===== src/rtl/car_light_pkg.sv =====
// ---------------------------------------------------------------------------
// car_light_pkg
// Shared constants for the car tail-light mode controller.
//   MODE_*          : 2-bit mode encoding seen on car_light_ctrl.o_mode
//   DEF_DEB_CYCLES  : default debounce length (20 ms at 12 MHz)
//   DEF_TICK_DIV    : default clk cycles per 1 s tick at 12 MHz
//   DEF_AUTO_OFF_S  : default seconds before a turn signal self-cancels
// Helper functions:
//   cnt_width()     : counter width able to hold 0..n-1, never below 1 bit
//   is_turn()       : true for LEFT or RIGHT
// ---------------------------------------------------------------------------
package car_light_pkg;

  localparam logic [1:0] MODE_IDLE   = 2'd0;
  localparam logic [1:0] MODE_LEFT   = 2'd1;
  localparam logic [1:0] MODE_RIGHT  = 2'd2;
  localparam logic [1:0] MODE_HAZARD = 2'd3;

  localparam int unsigned DEF_DEB_CYCLES = 240000;
  localparam int unsigned DEF_TICK_DIV   = 12000000;
  localparam int unsigned DEF_AUTO_OFF_S = 10;

  // A 1-cycle or 1-state counter still needs one bit so the RTL stays legal.
  function automatic int unsigned cnt_width(input int unsigned n);
    return (n > 1) ? $clog2(n) : 1;
  endfunction

  function automatic logic is_turn(input logic [1:0] m);
    return (m == MODE_LEFT) || (m == MODE_RIGHT);
  endfunction

endpackage


===== src/rtl/key_debounce.sv =====
// ---------------------------------------------------------------------------
// key_debounce
// Synchronises one raw key into the clk domain, debounces it and produces a
// single-cycle press event on each debounced rising edge.
// Ports:
//   clk       in  system clock
//   rst_n     in  asynchronous active-low reset
//   i_key_in  in  raw key, active-high, asynchronous to clk
//   o_level   out debounced key level (registered)
//   o_press   out one-cycle pulse, high in the cycle the level rises
// Latency from a raw edge to o_level / o_press is 2 + DEB_CYCLES cycles.
// ---------------------------------------------------------------------------
module key_debounce
  import car_light_pkg::*;
#(
  parameter int unsigned DEB_CYCLES = DEF_DEB_CYCLES
) (
  input  logic clk,
  input  logic rst_n,
  input  logic i_key_in,
  output logic o_level,
  output logic o_press
);

  localparam int unsigned     CW       = cnt_width(DEB_CYCLES);
  localparam logic [CW-1:0]   DEB_LAST = CW'(DEB_CYCLES - 1);

  logic          r_sync1;
  logic          r_sync2;
  logic          r_level;
  logic          r_press;
  logic [CW-1:0] r_cnt;

  always_ff @(posedge clk or negedge rst_n) begin
    if (!rst_n) begin
      r_sync1 <= 1'b0;
      r_sync2 <= 1'b0;
    end else begin
      r_sync1 <= i_key_in;
      r_sync2 <= r_sync1;
    end
  end

  // The counter only advances while the synchronised key disagrees with the
  // debounced level, so any bounce back to the old level restarts the wait.
  // The press pulse is registered together with the level so both appear in
  // the same cycle.
  always_ff @(posedge clk or negedge rst_n) begin
    if (!rst_n) begin
      r_cnt   <= '0;
      r_level <= 1'b0;
      r_press <= 1'b0;
    end else begin
      r_press <= 1'b0;
      if (r_sync2 != r_level) begin
        if (r_cnt == DEB_LAST) begin
          r_level <= r_sync2;
          r_press <= r_sync2;
          r_cnt   <= '0;
        end else begin
          r_cnt <= r_cnt + 1'b1;
        end
      end else begin
        r_cnt <= '0;
      end
    end
  end

  assign o_level = r_level;
  assign o_press = r_press;

endmodule


===== src/rtl/car_light_ctrl.sv =====
// ---------------------------------------------------------------------------
// car_light_ctrl
// Mode controller for the tail-light display. Debounces the turn, hazard and
// brake keys, arbitrates press events through an IDLE/LEFT/RIGHT/HAZARD state
// machine and cancels a turn signal automatically after AUTO_OFF_S seconds.
// Ports:
//   clk           in  system clock, single domain
//   rst_n         in  asynchronous active-low reset
//   i_key_left    in  raw left-turn key, active-high
//   i_key_right   in  raw right-turn key, active-high
//   i_key_hazard  in  raw hazard key, active-high
//   i_key_brake   in  raw brake key, active-high level
//   o_en_l        out left enable (LEFT or HAZARD), registered
//   o_en_r        out right enable (RIGHT or HAZARD), registered
//   o_brake_on    out debounced brake level, registered
//   o_mode        out current mode, see car_light_pkg MODE_*
//   o_auto_off    out one-cycle pulse, registered, when a turn self-cancels
// ---------------------------------------------------------------------------
module car_light_ctrl
  import car_light_pkg::*;
#(
  parameter int unsigned DEB_CYCLES = DEF_DEB_CYCLES,
  parameter int unsigned TICK_DIV   = DEF_TICK_DIV,
  parameter int unsigned AUTO_OFF_S = DEF_AUTO_OFF_S
) (
  input  logic       clk,
  input  logic       rst_n,
  input  logic       i_key_left,
  input  logic       i_key_right,
  input  logic       i_key_hazard,
  input  logic       i_key_brake,
  output logic       o_en_l,
  output logic       o_en_r,
  output logic       o_brake_on,
  output logic [1:0] o_mode,
  output logic       o_auto_off
);

  localparam int unsigned   TW        = cnt_width(TICK_DIV);
  localparam int unsigned   SW        = cnt_width(AUTO_OFF_S + 1);
  localparam logic [TW-1:0] TICK_LAST = TW'(TICK_DIV - 1);
  localparam logic [SW-1:0] SEC_LAST  = SW'(AUTO_OFF_S - 1);

  logic          w_left_level_unused;
  logic          w_right_level_unused;
  logic          w_hazard_level_unused;
  logic          w_brake_press_unused;
  logic          w_left_press;
  logic          w_right_press;
  logic          w_hazard_press;
  logic          w_brake_level;

  logic [1:0]    r_state;
  logic          r_en_l;
  logic          r_en_r;
  logic          r_auto_off;
  logic [TW-1:0] r_tick_cnt;
  logic [SW-1:0] r_sec_cnt;

  logic [1:0]    w_state_next;
  logic          w_tick;
  logic          w_in_turn;
  logic          w_timeout;
  logic          w_haz_ev;
  logic          w_left_ev;
  logic          w_right_ev;
  logic          w_any_ev;
  logic          w_enter_turn;

  key_debounce #(.DEB_CYCLES(DEB_CYCLES)) u_deb_left (
    .clk      (clk),
    .rst_n    (rst_n),
    .i_key_in (i_key_left),
    .o_level  (w_left_level_unused),
    .o_press  (w_left_press)
  );

  key_debounce #(.DEB_CYCLES(DEB_CYCLES)) u_deb_right (
    .clk      (clk),
    .rst_n    (rst_n),
    .i_key_in (i_key_right),
    .o_level  (w_right_level_unused),
    .o_press  (w_right_press)
  );

  key_debounce #(.DEB_CYCLES(DEB_CYCLES)) u_deb_hazard (
    .clk      (clk),
    .rst_n    (rst_n),
    .i_key_in (i_key_hazard),
    .o_level  (w_hazard_level_unused),
    .o_press  (w_hazard_press)
  );

  // Brake is a held level, so its press event has no consumer.
  key_debounce #(.DEB_CYCLES(DEB_CYCLES)) u_deb_brake (
    .clk      (clk),
    .rst_n    (rst_n),
    .i_key_in (i_key_brake),
    .o_level  (w_brake_level),
    .o_press  (w_brake_press_unused)
  );

  // Left and right arriving together are ambiguous, so both are dropped;
  // hazard is handled ahead of either turn inside the state machine.
  assign w_haz_ev   = w_hazard_press;
  assign w_left_ev  = w_left_press  & ~w_right_press;
  assign w_right_ev = w_right_press & ~w_left_press;
  assign w_any_ev   = w_haz_ev | w_left_ev | w_right_ev;

  assign w_tick    = (r_tick_cnt == TICK_LAST);
  assign w_in_turn = is_turn(r_state);
  assign w_timeout = w_in_turn && w_tick && (r_sec_cnt == SEC_LAST);

  always_comb begin
    w_state_next = r_state;
    case (r_state)
      MODE_IDLE: begin
        if (w_haz_ev)        w_state_next = MODE_HAZARD;
        else if (w_left_ev)  w_state_next = MODE_LEFT;
        else if (w_right_ev) w_state_next = MODE_RIGHT;
      end
      MODE_LEFT: begin
        if (w_haz_ev)        w_state_next = MODE_HAZARD;
        else if (w_left_ev)  w_state_next = MODE_IDLE;
        else if (w_right_ev) w_state_next = MODE_RIGHT;
        else if (w_timeout)  w_state_next = MODE_IDLE;
      end
      MODE_RIGHT: begin
        if (w_haz_ev)        w_state_next = MODE_HAZARD;
        else if (w_right_ev) w_state_next = MODE_IDLE;
        else if (w_left_ev)  w_state_next = MODE_LEFT;
        else if (w_timeout)  w_state_next = MODE_IDLE;
      end
      MODE_HAZARD: begin
        if (w_haz_ev)        w_state_next = MODE_IDLE;
      end
      default:               w_state_next = MODE_IDLE;
    endcase
  end

  // Switching between LEFT and RIGHT counts as a fresh entry, so the
  // auto-cancel timer always gets its full AUTO_OFF_S seconds.
  assign w_enter_turn = is_turn(w_state_next) && (w_state_next != r_state);

  // Mode and enables are registered from the next state; auto_off is only
  // raised when the timeout actually caused the exit, never when a press
  // event in the same cycle took precedence.
  always_ff @(posedge clk or negedge rst_n) begin
    if (!rst_n) begin
      r_state    <= MODE_IDLE;
      r_en_l     <= 1'b0;
      r_en_r     <= 1'b0;
      r_auto_off <= 1'b0;
    end else begin
      r_state    <= w_state_next;
      r_en_l     <= (w_state_next == MODE_LEFT)  || (w_state_next == MODE_HAZARD);
      r_en_r     <= (w_state_next == MODE_RIGHT) || (w_state_next == MODE_HAZARD);
      r_auto_off <= w_timeout && !w_any_ev;
    end
  end

  // The tick counter free-runs but is pulled back to zero on turn entry so
  // the first second after entering LEFT/RIGHT is full length.
  always_ff @(posedge clk or negedge rst_n) begin
    if (!rst_n) begin
      r_tick_cnt <= '0;
    end else if (w_enter_turn || w_tick) begin
      r_tick_cnt <= '0;
    end else begin
      r_tick_cnt <= r_tick_cnt + 1'b1;
    end
  end

  // Seconds only accumulate while a turn signal is active; the timeout fires
  // on the tick that would have made the count reach AUTO_OFF_S.
  always_ff @(posedge clk or negedge rst_n) begin
    if (!rst_n) begin
      r_sec_cnt <= '0;
    end else if (w_enter_turn) begin
      r_sec_cnt <= '0;
    end else if (w_in_turn && w_tick) begin
      r_sec_cnt <= r_sec_cnt + 1'b1;
    end
  end

  assign o_en_l     = r_en_l;
  assign o_en_r     = r_en_r;
  assign o_brake_on = w_brake_level;
  assign o_mode     = r_state;
  assign o_auto_off = r_auto_off;

endmodule


===== config.mk =====
export PLATFORM = sky130hd
export DESIGN_NAME = car_light_ctrl
export DESIGN_NICKNAME = d
export VERILOG_FILES = /design/src/rtl/car_light_pkg.sv /design/src/rtl/key_debounce.sv /design/src/rtl/car_light_ctrl.sv
export SDC_FILE = /design/constraint.sdc
export NUM_CORES = 1
export LEC_CHECK = 0
export ABC_AREA = 1
export CAP_MARGIN = 20
export CORE_MARGIN = 4
export CORE_UTILIZATION = 35
export DETAILED_ROUTE_END_ITERATION = 12
export PLACE_DENSITY = 0.59
export SETUP_SLACK_MARGIN = 0.15
export SLEW_MARGIN = 40
export SYNTH_ARGS = -nofsm -noshare
export SYNTH_HDL_FRONTEND = slang
export SYNTH_SLANG_ARGS = --single-unit

===== constraint.sdc =====
create_clock -name clk -period 2.7 [get_ports clk]
set_clock_uncertainty 0.05 [all_clocks]
set_input_delay 0.54 -clock clk [delete_from_list [all_inputs] [get_ports clk]]
set_output_delay 0.54 -clock clk [all_outputs]
set_load 0.01 [all_outputs]

==> results_tabular.tex, run 1 <==
\begin{tabular}{lr}
\hline
Metric & Value \\
\hline
\multicolumn{2}{l}{\textbf{Floorplanning}} \\
Starting density of the core & 35.86\% \\
Site row count & 47 \\
Width of the die & 138.8 um \\
Die extent in y & 138.8 um \\
Area enclosed by the die boundary & 0.01927 sq mm \\
Core Box Area & 0.01670 sq mm \\
Top Ports & 12 \\
\multicolumn{2}{l}{\textbf{GRT}} \\
Total routing usage reported by global routing & 11.67\% \\
Antenna violations before repair & 0 \\
Maximum number of pins on one net before global-route repair & 76 \\
Global-route layer with the greatest usage & met2 \\
Met2 usage & 18.54\% \\
Leftover overflow at the end of global routing & 0 \\
Met1 Resource Use GR & 14.86\% \\
Wire length of the first global-routing pass & 18690 um \\
Global routing met3 resource utilization & 4.207\% \\
Number of global-route vias before repair & 4210 \\
\multicolumn{2}{l}{\textbf{STA}} \\
Worst rel slew slack & 64.12\% \\
Fmax & 0.4107 GHz \\
RSZ-0062 raised after global routing & true \\
\# setup viols final & 0 \\
Time the worst path needs with I/O delays and setup & 2.435 ns \\
Summed negative setup slack over all endpoints & 0 ns \\
Hold slack & 0.07310 ns \\
Slew of the pin with the lowest slew margin & 0.5382 ns \\
Final slew viol count & 0 \\
Portion of the clock cycle consumed by the worst path in the final layout & 90.19\% \\
Fin. Hold Viols & 0 \\
\multicolumn{2}{l}{\textbf{Pwr}} \\
Power Density & 557.6 mW/mm\^{}2 \\
Leak Pwr & 3.154 nW \\
Power share of the clock group & 51.9\% \\
Internal power & 3.135 mW \\
Worst VDD drop & 0.5070 mV \\
Reg power frac & 45.6\% \\
Part of the power in combinational logic & 2.5\% \\
Switch Pwr & 0.8546 mW \\
Fraction of power spent switching nets & 21.42\% \\
\multicolumn{2}{l}{\textbf{Synthesis}} \\
Top cells by area, synth & sky130\_fd\_sc\_hd\_\_dfrtp\_1, sky130\_fd\_sc\_hd\_\_nor2\_1, sky130\_fd\_sc\_hd\_\_inv\_1 \\
Total nets after synthesis & 704 \\
Synthesis-stage register bit count & 119 \\
Post-synthesis cell type count & 37 \\
Portion of synthesized cell area occupied by the leading cell type & 49.72\% \\
Count leader, synth & sky130\_fd\_sc\_hd\_\_dfrtp\_1 \\
Cell type contributing the most total cell area after synthesis & sky130\_fd\_sc\_hd\_\_dfrtp\_1 \\
Number of flops mapped to enable cells by yosys & 0 \\
Post-Synthesis Cells & 685 \\
Proportion of register bits with asynchronous set or reset after synthesis & 100.0\% \\
Flip-flop cell with the highest count after synthesis & sky130\_fd\_sc\_hd\_\_dfrtp\_1 \\
Warnings from Yosys & 0 \\
Ranking of synthesized cells by instance count & sky130\_fd\_sc\_hd\_\_dfrtp\_1, sky130\_fd\_sc\_hd\_\_nor2\_1, sky130\_fd\_sc\_hd\_\_inv\_1, sky130\_fd\_sc\_hd\_\_nand2\_1, sky130\_fd\_sc\_hd\_\_nand3\_1 \\
Sequential cell area fraction in the yosys report & 49.72\% \\
Mean Syn Cell Area & 8.744 sq um \\
Cell area after technology mapping & 0.005989 sq mm \\
\multicolumn{2}{l}{\textbf{Clock tree}} \\
Number of clock sinks seen by CTS & 119 \\
Latest clock arrival within the worst-skew pair & 0.41 ns \\
H-tree level count & 4 \\
CTS Buf Count & 17 \\
Maximum buffer depth of the clock tree & 2 \\
Clock input transition at the sequential cells of the worst setup and hold paths & 0.05 ns \\
Root Buffer & sky130\_fd\_sc\_hd\_\_clkbuf\_16 \\
CTS tree & done \\
Hold\_buf cts & 0 \\
\multicolumn{2}{l}{\textbf{Cells and area}} \\
Diode insertion count for antenna repair & 0 \\
Synthesis-to-finish area growth & 19.47\% \\
\# fillers & 1664 \\
Ratio of cells with drive above 1 in the final layout & 14.11\% \\
Nets & 751 \\
Footprint of the multi-input gates & 0.002629 sq mm \\
Register area & 0.002978 sq mm \\
\multicolumn{2}{l}{\textbf{Setup path}} \\
Setup slack of the worst register-to-register path & 0.26 ns \\
Required time worst endpoint & 2.94 ns \\
Critical-path maximum fanout & 5 \\
Type of the worst setup path & register to register \\
Critical Path Start Type & register \\
Worst Setup End Kind & register \\
WP data arrival & 2.68 ns \\
\multicolumn{2}{l}{\textbf{Detailed routing}} \\
DRC violations left & 0 \\
Routed len/inst & 11.23 um \\
Routed vias/inst & 4.525 \\
Routed Antenna Nets & 0 \\
Routed WL & 10830 um \\
Iteration-0 DRC Markers & 155 \\
Drt first pass iters & 4 \\
Via count of the routed design & 4362 \\
\multicolumn{2}{l}{\textbf{Run status}} \\
Result of the run & finished clean \\
\multicolumn{2}{l}{\textbf{Placement}} \\
Dpl hpwl & 7281 um \\
Port Buffer Count & 11 \\
RD Place Congestion & 0.8242 \\
\multicolumn{2}{l}{\textbf{Worst hold path}} \\
Path category of the worst min-delay check & primary input to async pin \\
\multicolumn{2}{l}{\textbf{Job}} \\
Number of maximum-capacitance constraint violations & 0 \\
\hline
\end{tabular}
## metrics by stage
step                std cells  setup WS [ns]  area [sq um]  utilization [%]  power [mW]
CTS                       954         0.1848          6967            41.71       4.054
global placement          923         0.2443          6425            38.47       1.955
detailed placement        923         0.2002          6425            38.47       1.957
finish                    964         0.2649          7156            42.85       3.990
global route              964        0.09746          7156            42.85       4.166
floorplan                 685         0.4154          5989                -       1.891
## layer usage
layer / part of all wire, % / wire (um)
met1: 49 / 5277
met2: 47 / 5076
met3: 3.1 / 334
met4: 1.3 / 141
met5: 0 / 0
## power groups by stage
stage / Combinational, mW / Sequential [mW] / Clock (mW)
global route: 0.120 / 1.82 / 2.22
finish: 0.101 / 1.82 / 2.07
detailed placement: 0.107 / 1.85 / 0
CTS: 0.107 / 1.82 / 2.13
global placement: 0.106 / 1.85 / 0
floorplan: 0.0433 / 1.85 / 0
## critical path, stage by stage (launching register included)
cell	delay, ns
sky130_fd_sc_hd__dfrtp_1	0.36
sky130_fd_sc_hd__ha_2	0.19
sky130_fd_sc_hd__nand2_2	0.07
sky130_fd_sc_hd__nor2_4	0.14
sky130_fd_sc_hd__nand2_4	0.08
sky130_fd_sc_hd__nor2_8	0.15
sky130_fd_sc_hd__nand4_1	0.14
sky130_fd_sc_hd__nand2_1	0.10
sky130_fd_sc_hd__nand2_1	0.06
sky130_fd_sc_hd__nand2_1	0.08
sky130_fd_sc_hd__nand3_2	0.11
sky130_fd_sc_hd__nand2_4	0.10
sky130_fd_sc_hd__ha_4	0.20
sky130_fd_sc_hd__inv_2	0.05
sky130_fd_sc_hd__nand2_2	0.06
sky130_fd_sc_hd__nand2_4	0.14
sky130_fd_sc_hd__clkbuf_16	0.19
sky130_fd_sc_hd__nor2_4	0.03
## registers in the layout, indices dropped and copies added (netlist names), 2 cells and up
register	flops
r_sec_cnt	4
u_deb_right.r_cnt	18
r_tick_cnt	24
u_deb_brake.r_cnt	18
u_deb_hazard.r_cnt	18
u_deb_left.r_cnt	18
o_mode	2
## placed cells by master, fill, tap and decap left out, drive strengths merged, types with 10 or more instances in the layout
| cell type | instances |
|---|---|
| nand4 | 15 |
| clkbuf | 24 |
| ha | 13 |
| dfrtp | 119 |
| o21ai | 24 |
| nor2 | 138 |
| nand2 | 100 |
| inv | 104 |
| nor3b | 10 |
| buf | 19 |
| xor2 | 27 |
| xnor2 | 15 |
| clkdlybuf4s50 | 10 |
| nor3 | 37 |
| a21oi | 20 |
| nand3 | 38 |
## kinds of logic (layout without fill, tap and decap cells)
kind of cell / count (synthesis) / after routing / share of synthesized area, %
simple gates: 349 / 349 / 29.12
flops: 119 / 119 / 49.72
buf+inv: 109 / 168 / 7.437
compound gates: 52 / 52 / 4.680
xor+xnor: 42 / 42 / 6.142
fa+ha+maj: 13 / 13 / 2.716
mux: 1 / 1 / 0.1880
## cell type report
type,instances,share of cell area [%]
Multi-Input combinational cell,457,36.74
Inverter,106,5.560
Clock inverter,9,1.084
Timing Repair Buffer,31,4.669
Clock buffer,22,6.487
Tap cell,220,3.847
Sequential cell,119,41.62
## path summary, 6_finish.rpt
| path | cells past startpoint | startpoint | endpoint |
|---|---|---|---|
| max | 17 | r_tick_cnt[0]$_DFF_PN0_ | r_tick_cnt[18]$_DFF_PN0_ |
| min | 2 | rst_n | u_deb_hazard.r_cnt[13]$_DFF_PN0_ |
| max reg2reg | 17 | r_tick_cnt[0]$_DFF_PN0_ | r_tick_cnt[18]$_DFF_PN0_ |
| min reg2reg | 0 | u_deb_left.r_sync1$_DFF_PN0_ | u_deb_left.r_sync2$_DFF_PN0_ |
| max in group asynchronous | 2 | rst_n | r_tick_cnt[16]$_DFF_PN0_ |
| min in group clk | 0 | u_deb_left.r_sync1$_DFF_PN0_ | u_deb_left.r_sync2$_DFF_PN0_ |
## what timing repair did
action / 4_1_cts / 5_1_grt
setup endpoints to repair: 0 / 26
resized for setup: 0 / 17
buffers inserted: 0 / 7
Note: power is estimated with default switching activity, not from simulation.
==> run 2, diff against run 1 <==
Settings changed: HOLD_SLACK_MARGIN from default to 0.12.
==> results_tabular.tex, run 2 (synthesis results as in run 1) <==
\begin{tabular}{lr}
\hline
Metric & Value \\
\hline
\multicolumn{2}{l}{\textbf{Setup path}} \\
Cell family contributing the most delay on the critical path & simple AND/OR/NAND/NOR gates \\
Type of the worst setup path & register to register \\
Biggest cell delay along the critical path & 0.36 ns \\
Critical-path cell with the highest stage delay & sky130\_fd\_sc\_hd\_\_dfrtp\_1 \\
Critical Path Start Type & register \\
Ordered cell list for the critical path & ha\_2, nand2\_2, nor2\_4, nand2\_4, nor2\_8, nand4\_1, nand2\_1, nand2\_1, nand2\_1, nand3\_2, nand2\_4, ha\_4, inv\_2, nand2\_2, nand2\_4, clkbuf\_16, nor2\_4 \\
Critical-path maximum fanout & 5 \\
Required time worst endpoint & 2.95 ns \\
Worst Setup End Kind & register \\
WP data arrival & 2.69 ns \\
Crit path buf inv count & 2 \\
\multicolumn{2}{l}{\textbf{Clock tree}} \\
Clock input transition at the sequential cells of the worst setup and hold paths & 0.05 ns \\
Latest clock arrival within the worst-skew pair & 0.41 ns \\
Number of clock sinks seen by CTS & 119 \\
Maximum buffer depth of the clock tree & 2 \\
CTS Buf Count & 17 \\
Root Buffer & sky130\_fd\_sc\_hd\_\_clkbuf\_16 \\
CTS tree & done \\
H-tree level count & 4 \\
\multicolumn{2}{l}{\textbf{Cells and area}} \\
Ratio of cells with drive above 1 in the final layout & 14.09\% \\
Most frequent standard cell in the layout excluding fill and tap cells & sky130\_fd\_sc\_hd\_\_dfrtp\_1 \\
Most flops, register & r\_tick\_cnt \\
Diode insertion count for antenna repair & 0 \\
Leading cell types in the layout, fill and taps excluded & sky130\_fd\_sc\_hd\_\_dfrtp\_1, sky130\_fd\_sc\_hd\_\_nor2\_1, sky130\_fd\_sc\_hd\_\_inv\_1, sky130\_fd\_sc\_hd\_\_nand2\_1, sky130\_fd\_sc\_hd\_\_nand3\_1 \\
Largest register FFs & 24 \\
Nets & 752 \\
Synthesis-to-finish area growth & 19.64\% \\
\multicolumn{2}{l}{\textbf{Detailed routing}} \\
Routed WL & 10780 um \\
Drt first pass iters & 5 \\
Routed Antenna Nets & 0 \\
DRC violations left & 0 \\
Routed vias/inst & 4.506 \\
Via count of the routed design & 4348 \\
Routed len/inst & 11.17 um \\
Iteration-0 DRC Markers & 162 \\
\multicolumn{2}{l}{\textbf{Floorplanning}} \\
Width of the die & 138.8 um \\
Area enclosed by the die boundary & 0.01927 sq mm \\
Core Box Area & 0.01670 sq mm \\
Die extent in y & 138.8 um \\
Starting density of the core & 35.86\% \\
Top Ports & 12 \\
Site row count & 47 \\
\multicolumn{2}{l}{\textbf{STA}} \\
Slew of the pin with the lowest slew margin & 0.5375 ns \\
RSZ-0062 raised after global routing & true \\
Summed negative setup slack over all endpoints & 0 ns \\
Hold slack & 0.2949 ns \\
Worst rel slew slack & 64.17\% \\
\# setup viols final & 0 \\
Fin. Hold Viols & 0 \\
Fmax & 0.4096 GHz \\
Portion of the clock cycle consumed by the worst path in the final layout & 90.43\% \\
Time the worst path needs with I/O delays and setup & 2.442 ns \\
Final slew viol count & 0 \\
\multicolumn{2}{l}{\textbf{Pwr}} \\
Worst VDD drop & 0.5064 mV \\
Leak Pwr & 3.158 nW \\
Power Density & 557.0 mW/mm\^{}2 \\
Final Total Pwr & 3.991 mW \\
\multicolumn{2}{l}{\textbf{Run status}} \\
Result of the run & finished clean \\
\multicolumn{2}{l}{\textbf{Placement}} \\
Dpl hpwl & 7281 um \\
Port Buffer Count & 11 \\
RD Place Congestion & 0.8242 \\
\multicolumn{2}{l}{\textbf{Worst hold path}} \\
Path category of the worst min-delay check & register to register \\
\multicolumn{2}{l}{\textbf{GRT}} \\
Total routing usage reported by global routing & 11.66\% \\
Maximum number of pins on one net before global-route repair & 76 \\
Wire length of the first global-routing pass & 18680 um \\
Antenna violations before repair & 0 \\
Number of global-route vias before repair & 4204 \\
Leftover overflow at the end of global routing & 0 \\
\multicolumn{2}{l}{\textbf{Job}} \\
Number of maximum-capacitance constraint violations & 0 \\
\hline
\end{tabular}
## run 2: cell count changes in the layout (fill, tap and decap cells not counted), sizes merged
cell / previous run / this run
dlygate4sd3: 0 / 1
## run 2: power breakdown
group / internal [mW] / leakage [nW] / switching [mW]
clock: 1.30 / 0.262 / 0.773
combinational: 0.0333 / 1.28 / 0.0687
sequential: 1.81 / 1.62 / 0.0136
total: 3.14 / 3.16 / 0.855
## run 2: repair_timing
| action | in CTS | in global routing |
|---|---|---|
| hold buffers | 1 | 0 |
| endpoints found under the setup margin | 0 | 26 |
| buffers inserted | 0 | 7 |
| gates resized for setup | 0 | 17 |
| hold endpoints to repair | 29 | 0 |
## run 2: cell type report
class,count,area [sq um]
fillers,1664,9535
flip-flops and latches,119,2978
multi-input cells,457,2629
clock buffers,22,464.2
inverters,106,397.9
repair buffers,32,344.1
well taps,220,275.3
clock inverters,9,77.57
## run 2: path summary, 6_finish.rpt
path	from	to	slack, ns	cells past startpoint
max	r_tick_cnt[0]$_DFF_PN0_	r_tick_cnt[18]$_DFF_PN0_	0.26	17
min	u_deb_left.r_sync1$_DFF_PN0_	u_deb_left.r_sync2$_DFF_PN0_	0.29	0
max reg2reg	r_tick_cnt[0]$_DFF_PN0_	r_tick_cnt[18]$_DFF_PN0_	0.26	17
min reg2reg	u_deb_left.r_sync1$_DFF_PN0_	u_deb_left.r_sync2$_DFF_PN0_	0.29	0
max in group asynchronous	rst_n	r_tick_cnt[16]$_DFF_PN0_	1.51	3
min in group asynchronous	rst_n	u_deb_hazard.r_cnt[13]$_DFF_PN0_	0.61	3
## run 2: metrics by stage
step                      util (%)  std cells  setup slack [ns]  cell area (sq um)
after floorplan                  -        685            0.4154               5989
after global placement       38.47        923            0.2443               6425
after detailed placement     38.47        923            0.2002               6425
after CTS                    41.77        955            0.1848               6977
after global routing         42.91        965           0.09746               7166
final                        42.91        965            0.2583               7166
## run 2: metal layers
| metal | up-vias | wire length, um | part of all wire (%) | track usage, % |
|---|---|---|---|---|
| met5 | - | 0 | 0 | 0 |
| met2 | 30 | 5059 | 47 | 18.54 |
| met3 | 11 | 322 | 3.0 | 4.207 |
| li1 | 2278 | - | - | - |
| met4 | 0 | 140 | 1.3 | 3.913 |
| met1 | 2029 | 5261 | 49 | 14.83 |
## run 2: worst reg2reg max path, delay by kind of cell, from the launching register on
kind                       cells  cell delay (ns)
adders and majority gates      2             0.39
buffers and inverters          2             0.24
DFF                            1             0.36
and+or+nand+nor               13             1.28
==> run 3, diff against run 2 <==
Settings changed: CORE_UTILIZATION 35 to 50, PLACE_DENSITY 0.59 to 0.75.
==> results_tabular.tex, run 3 (synthesis results as in run 1) <==
\begin{tabular}{lr}
\hline
Metric & Value \\
\hline
\multicolumn{2}{l}{\textbf{Worst hold path}} \\
Path category of the worst min-delay check & primary input to async pin \\
\multicolumn{2}{l}{\textbf{STA}} \\
Worst path setup slack after routing & 0.3015 ns \\
Fmax & 0.4169 GHz \\
Final slew viol count & 0 \\
\# setup viols final & 0 \\
Fin. Hold Viols & 0 \\
Slew of the pin with the lowest slew margin & 0.7058 ns \\
Hold slack & 0.1246 ns \\
RSZ-0062 raised after global routing & true \\
Portion of the clock cycle consumed by the worst path in the final layout & 88.83\% \\
Summed negative setup slack over all endpoints & 0 ns \\
Worst rel slew slack & 52.95\% \\
Time the worst path needs with I/O delays and setup & 2.398 ns \\
\multicolumn{2}{l}{\textbf{Setup path}} \\
Cell family contributing the most delay on the critical path & simple AND/OR/NAND/NOR gates \\
Worst Setup End Kind & register \\
Crit-path most repeated cell & sky130\_fd\_sc\_hd\_\_nand2\_2 \\
WP data arrival & 2.69 ns \\
Critical-path maximum fanout & 8 \\
Critical Path Start Type & register \\
Crit path buf inv count & 2 \\
Required time worst endpoint & 2.99 ns \\
Type of the worst setup path & register to register \\
Critical-path cell with the highest stage delay & sky130\_fd\_sc\_hd\_\_dfrtp\_1 \\
Ordered cell list for the critical path & ha\_2, nand2\_2, nor2\_4, nand2\_4, nor2\_8, nand2\_4, nor2\_4, nand4\_2, nand2\_2, nand2\_2, ha\_4, inv\_2, nand2\_2, nand2\_4, buf\_12, nor2\_1 \\
Biggest cell delay along the critical path & 0.36 ns \\
\multicolumn{2}{l}{\textbf{Cells and area}} \\
Most frequent standard cell in the layout excluding fill and tap cells & sky130\_fd\_sc\_hd\_\_dfrtp\_1 \\
\# fillers & 928 \\
Footprint of the multi-input gates & 0.002650 sq mm \\
Leading cell types in the layout, fill and taps excluded & sky130\_fd\_sc\_hd\_\_dfrtp\_1, sky130\_fd\_sc\_hd\_\_nor2\_1, sky130\_fd\_sc\_hd\_\_inv\_1, sky130\_fd\_sc\_hd\_\_nand2\_1, sky130\_fd\_sc\_hd\_\_nand3\_1 \\
Largest register FFs & 24 \\
Most flops, register & r\_tick\_cnt \\
Synthesis-to-finish area growth & 19.95\% \\
Ratio of cells with drive above 1 in the final layout & 14.92\% \\
Nets & 750 \\
Register area & 0.002978 sq mm \\
Diode insertion count for antenna repair & 0 \\
\multicolumn{2}{l}{\textbf{GRT}} \\
Wire length of the first global-routing pass & 19480 um \\
Leftover overflow at the end of global routing & 0 \\
Total routing usage reported by global routing & 17.22\% \\
Number of global-route vias before repair & 4453 \\
Antenna violations before repair & 0 \\
Maximum number of pins on one net before global-route repair & 57 \\
\multicolumn{2}{l}{\textbf{Pwr}} \\
Power Density & 624.0 mW/mm\^{}2 \\
Worst VDD drop & 0.4431 mV \\
Leak Pwr & 3.212 nW \\
\multicolumn{2}{l}{\textbf{Detailed routing}} \\
Routed len/inst & 12.38 um \\
DRC violations left & 0 \\
Iteration-0 DRC Markers & 284 \\
Routed Antenna Nets & 0 \\
Routed WL & 10980 um \\
Via count of the routed design & 4478 \\
Drt first pass iters & 4 \\
Routed vias/inst & 5.048 \\
\multicolumn{2}{l}{\textbf{Clock tree}} \\
Clock input transition at the sequential cells of the worst setup and hold paths & 0.05 ns \\
Latest clock arrival within the worst-skew pair & 0.42 ns \\
Number of clock sinks seen by CTS & 119 \\
Maximum buffer depth of the clock tree & 2 \\
Hold\_buf cts & 0 \\
CTS tree & done \\
Root Buffer & sky130\_fd\_sc\_hd\_\_clkbuf\_16 \\
H-tree level count & 4 \\
CTS Buf Count & 17 \\
\multicolumn{2}{l}{\textbf{Placement}} \\
Port Buffer Count & 11 \\
RD Place Congestion & 0.8827 \\
Dpl hpwl & 7622 um \\
Worst-case setup slack after placement & 0.1870 ns \\
\multicolumn{2}{l}{\textbf{Floorplanning}} \\
Area enclosed by the die boundary & 0.01379 sq mm \\
Top Ports & 12 \\
Width of the die & 117.5 um \\
Site row count & 39 \\
Core Box Area & 0.01156 sq mm \\
Starting density of the core & 51.79\% \\
Die extent in y & 117.5 um \\
\multicolumn{2}{l}{\textbf{Run status}} \\
Result of the run & finished clean \\
\multicolumn{2}{l}{\textbf{Job}} \\
Number of maximum-capacitance constraint violations & 0 \\
\hline
\end{tabular}
==> run 3: where the power goes <==
part	leakage [nW]	internal, mW	switching [mW]
Sequential	1.62	1.81	0.0140
Combinational	1.26	0.0316	0.0702
Clock	0.328	1.78	0.779
Total	3.21	3.62	0.863
==> run 3: final timing paths <==
check / cells after the start / from / slack [ns] / to
max in group asynchronous: 2 / rst_n / 1.75 / r_tick_cnt[19]$_DFF_PN0_
worst min-delay path: 1 / rst_n / 0.12 / u_deb_brake.r_cnt[4]$_DFF_PN0_
worst max-delay path: 16 / r_tick_cnt[0]$_DFF_PN0_ / 0.30 / r_tick_cnt[23]$_DFF_PN0_
min in group clk: 0 / u_deb_brake.r_sync1$_DFF_PN0_ / 0.30 / u_deb_brake.r_sync2$_DFF_PN0_
worst min register to register: 0 / u_deb_brake.r_sync1$_DFF_PN0_ / 0.30 / u_deb_brake.r_sync2$_DFF_PN0_
worst max register to register: 16 / r_tick_cnt[0]$_DFF_PN0_ / 0.30 / r_tick_cnt[23]$_DFF_PN0_
==> run 3: per-layer routing <==
layer	GRT usage, %	routed length [um]	vias up
met2	28.14	5493	59
li1	-	-	2265
met3	5.815	315	20
met4	7.253	233	0
met1	20.95	4941	2134
met5	0	0	-
==> run 3: final cells by class <==
class                      count  area share (%)
timing repair buffer          30           4.180
clock buffer                  21           6.409
multi-input combinational    457           36.89
tap                          143           2.490
clock inverter                11           3.048
sequential                   119           41.45
inverter                     106           5.538
==> run 3: repair_timing <==
action                     CTS  global route
cloned                       0             0
setup endpoints to repair    1            40
pin swaps                    1            11
resized for setup            0            19
setup buffers                1            10
==> run 3: through the flow <==
step	power (mW)	area (sq um)	util, %	instances
floorplan	1.891	5989	-	685
global placement	1.950	6339	54.81	844
detailed placement	1.956	6339	54.81	844
CTS	4.536	7025	60.75	877
global route	4.662	7184	62.12	887
finish	4.483	7184	62.12	887
==> RTL edit (config.mk and constraints of run 3) <==
Add an input register stage for `i_key_left`, `i_key_right`, `i_key_hazard` and `i_key_brake`; this delays them by one clock.
--- a/src/rtl/car_light_ctrl.sv
+++ b/src/rtl/car_light_ctrl.sv
@@ -41,6 +41,18 @@
   localparam logic [TW-1:0] TICK_LAST = TW'(TICK_DIV - 1);
   localparam logic [SW-1:0] SEC_LAST  = SW'(AUTO_OFF_S - 1);
 
+  logic i_key_left_q;
+  logic i_key_right_q;
+  logic i_key_hazard_q;
+  logic i_key_brake_q;
+
+  always_ff @(posedge clk) begin
+    i_key_left_q   <= i_key_left;
+    i_key_right_q  <= i_key_right;
+    i_key_hazard_q <= i_key_hazard;
+    i_key_brake_q  <= i_key_brake;
+  end
+
   logic          w_left_level_unused;
   logic          w_right_level_unused;
   logic          w_hazard_level_unused;
@@ -70,7 +82,7 @@
   key_debounce #(.DEB_CYCLES(DEB_CYCLES)) u_deb_left (
     .clk      (clk),
     .rst_n    (rst_n),
-    .i_key_in (i_key_left),
+    .i_key_in (i_key_left_q),
     .o_level  (w_left_level_unused),
     .o_press  (w_left_press)
   );
@@ -78,7 +90,7 @@
   key_debounce #(.DEB_CYCLES(DEB_CYCLES)) u_deb_right (
     .clk      (clk),
     .rst_n    (rst_n),
-    .i_key_in (i_key_right),
+    .i_key_in (i_key_right_q),
     .o_level  (w_right_level_unused),
     .o_press  (w_right_press)
   );
@@ -86,7 +98,7 @@
   key_debounce #(.DEB_CYCLES(DEB_CYCLES)) u_deb_hazard (
     .clk      (clk),
     .rst_n    (rst_n),
-    .i_key_in (i_key_hazard),
+    .i_key_in (i_key_hazard_q),
     .o_level  (w_hazard_level_unused),
     .o_press  (w_hazard_press)
   );
@@ -95,7 +107,7 @@
   key_debounce #(.DEB_CYCLES(DEB_CYCLES)) u_deb_brake (
     .clk      (clk),
     .rst_n    (rst_n),
-    .i_key_in (i_key_brake),
+    .i_key_in (i_key_brake_q),
     .o_level  (w_brake_level),
     .o_press  (w_brake_press_unused)
   );
Check against the original RTL: no difference found for any inputs over 10 cycles, from zero or initial values and one cycle with rst_n low; that may be too few to reach the edited logic, so the function may still have changed.
==> RTL edit against run 3 <==
  * Count of clock-buffer cells in the layout up 3
  * Area after synthesis shrank 0.48%
  * Final cell count is 0.79% higher
  * Synthesized cell count rose by 1.6%
  * Power down 0.32%
  * Cell area shrank 1.2%
  * Sequential cell count increased by 4
  * Wire length rose by 4.2%
  * Worst setup slack worse by 0.052 ns
  * Critical path type unchanged
  * Highest routed layer unchanged
==> RTL edit: results (changes against run 3) <==
Routing
  – Initial drt markers: 308 (+8.5%)
  – Vias: 4,627 (+3.3%)
  – Drt wl/cell: 12.8 um (+3.4%)
  – First-pass DRT Iterations: 5 (+1)

Critical path
  – Crit path to: r_tick_cnt[0]$_DFF_PN0_
  – Worst R2R Setup Slack: 0.25 ns (-0.05 ns)
  – CP Data Arrival Time: 2.70 ns (about the same)
  – R2R depth: 15 (-1)
  – Crit-path max FO: 6 (-2)

Pwr
  – Pwr Density: 629 nW/um^2 (+0.88%)
  – Comb power frac: ~2.4%
  – NetSw: 837 uW (-3.0%)
  – Worst vdd ir: 0.399 mV (-10%)
  – Leakage: 0.00320 uW (-0.37%)
  – P_clk: 2480 uW (-3%)

Place
  – Post-DP HPWL: 7640 um (+0.22%)
  – RePlAce Congestion: 0.841 (-4.8%)
  – Dpl cell area: 6280 um^2 (-0.95%)

GRT
  – Met3 global-route usage: 5.09% (-0.72 points)
  – First-pass GRT wire length: 19,200 um (-1.5%)
  – Total GRT Usage: 17.8% (+0.61 points)
  – Met2 Use GR: 29.3% (+1.2 points)
  – Vias in the first global route: 4,503 (+1.1%)
  – Largest net degree at the start of global routing: 55 (-3.5%)
  – Met1 Use GR: 21.4% (+0.47 points)

STA
  – Slew headroom: 54.4% (+1.5 points)

Logic synthesis
  – Async S/R FF share, synth: 96.7% (-3.3 points)
  – Syn Nets: 715 (+1.6%)
  – Post-synthesis mux area share: 0% (-0.19 points)
  – Adder-cell area share of the yosys netlist: 2.73% (+0.013 points)
  – Synthesized cell area: 5960 um^2 (-0.48%)
  – Synth cell count leaders: dfrtp_1 (119), nor2_1 (115), inv_1 (103)
  – Sequential share of the synthesized area: 51.3% (+1.6 points)
  – Synth Area in XOR/XNOR: 5.88% (-0.26 points)
  – Top cells by area, synth: dfrtp_1 (50%), nor2_1 (7.2%), inv_1 (6.5%), nand2_1 (5.8%), xor2_1 (4.3%)
  – Yosys cell types: 35 (-5.4%)
  – Compound-Gate Fraction of Synth Area: 5.06% (+0.38 points)

Final layout
  – Non-clock buffer share: 3.17% (-1.0 points)
  – Signal inverters: 104 (-1.9%)
  – Fillcell total: 904 (-2.6%)
  – ClkCell Share: 9.18% (-0.27 points)
  – Fraction of area in multi-input gates: 36.6% (-0.33 points)
  – Final nets: 758 (+1.1%)
  – Sequential share of cell area: 43.1% (+1.6 points)
  – Clkbuf count: 24 (+14%)
  – Layout cells sized above 1: 11.2% (-3.7 points)

Clock network
  – Root buf cell: clkbuf_16
  – CTS Sinks: 123 (+3.4%)

Run status
  – Status: finished clean
## RTL edit: layer usage
layer  wire length (um)  up-vias
li1                   -     2330
met1               5070     2167
met2               5690      105
met3                476       25
met4                210        0
met5                  0        -
## RTL edit: per-stage QoR
| step | hold slack [ns] | utilization [%] | std cells | setup WS, ns |
|---|---|---|---|---|
| finish | 0.130 | 61.4 | 894 | 0.249 |
| global route | 0.188 | 61.4 | 894 | 0.108 |
| CTS | 0.146 | 60.0 | 884 | 0.168 |
| detailed placement | 0.270 | 54.3 | 853 | 0.137 |
| global placement | 0.267 | 54.3 | 853 | 0.234 |
| floorplan | 0.194 | - | 696 | 0.459 |
## RTL edit: timing repair
action / in CTS / in global routing
setup endpoints to repair: 24 / 31
gates cloned: 0 / 3
gates resized for setup: 1 / 13
setup buffers: 0 / 7
pin swaps: 0 / 8
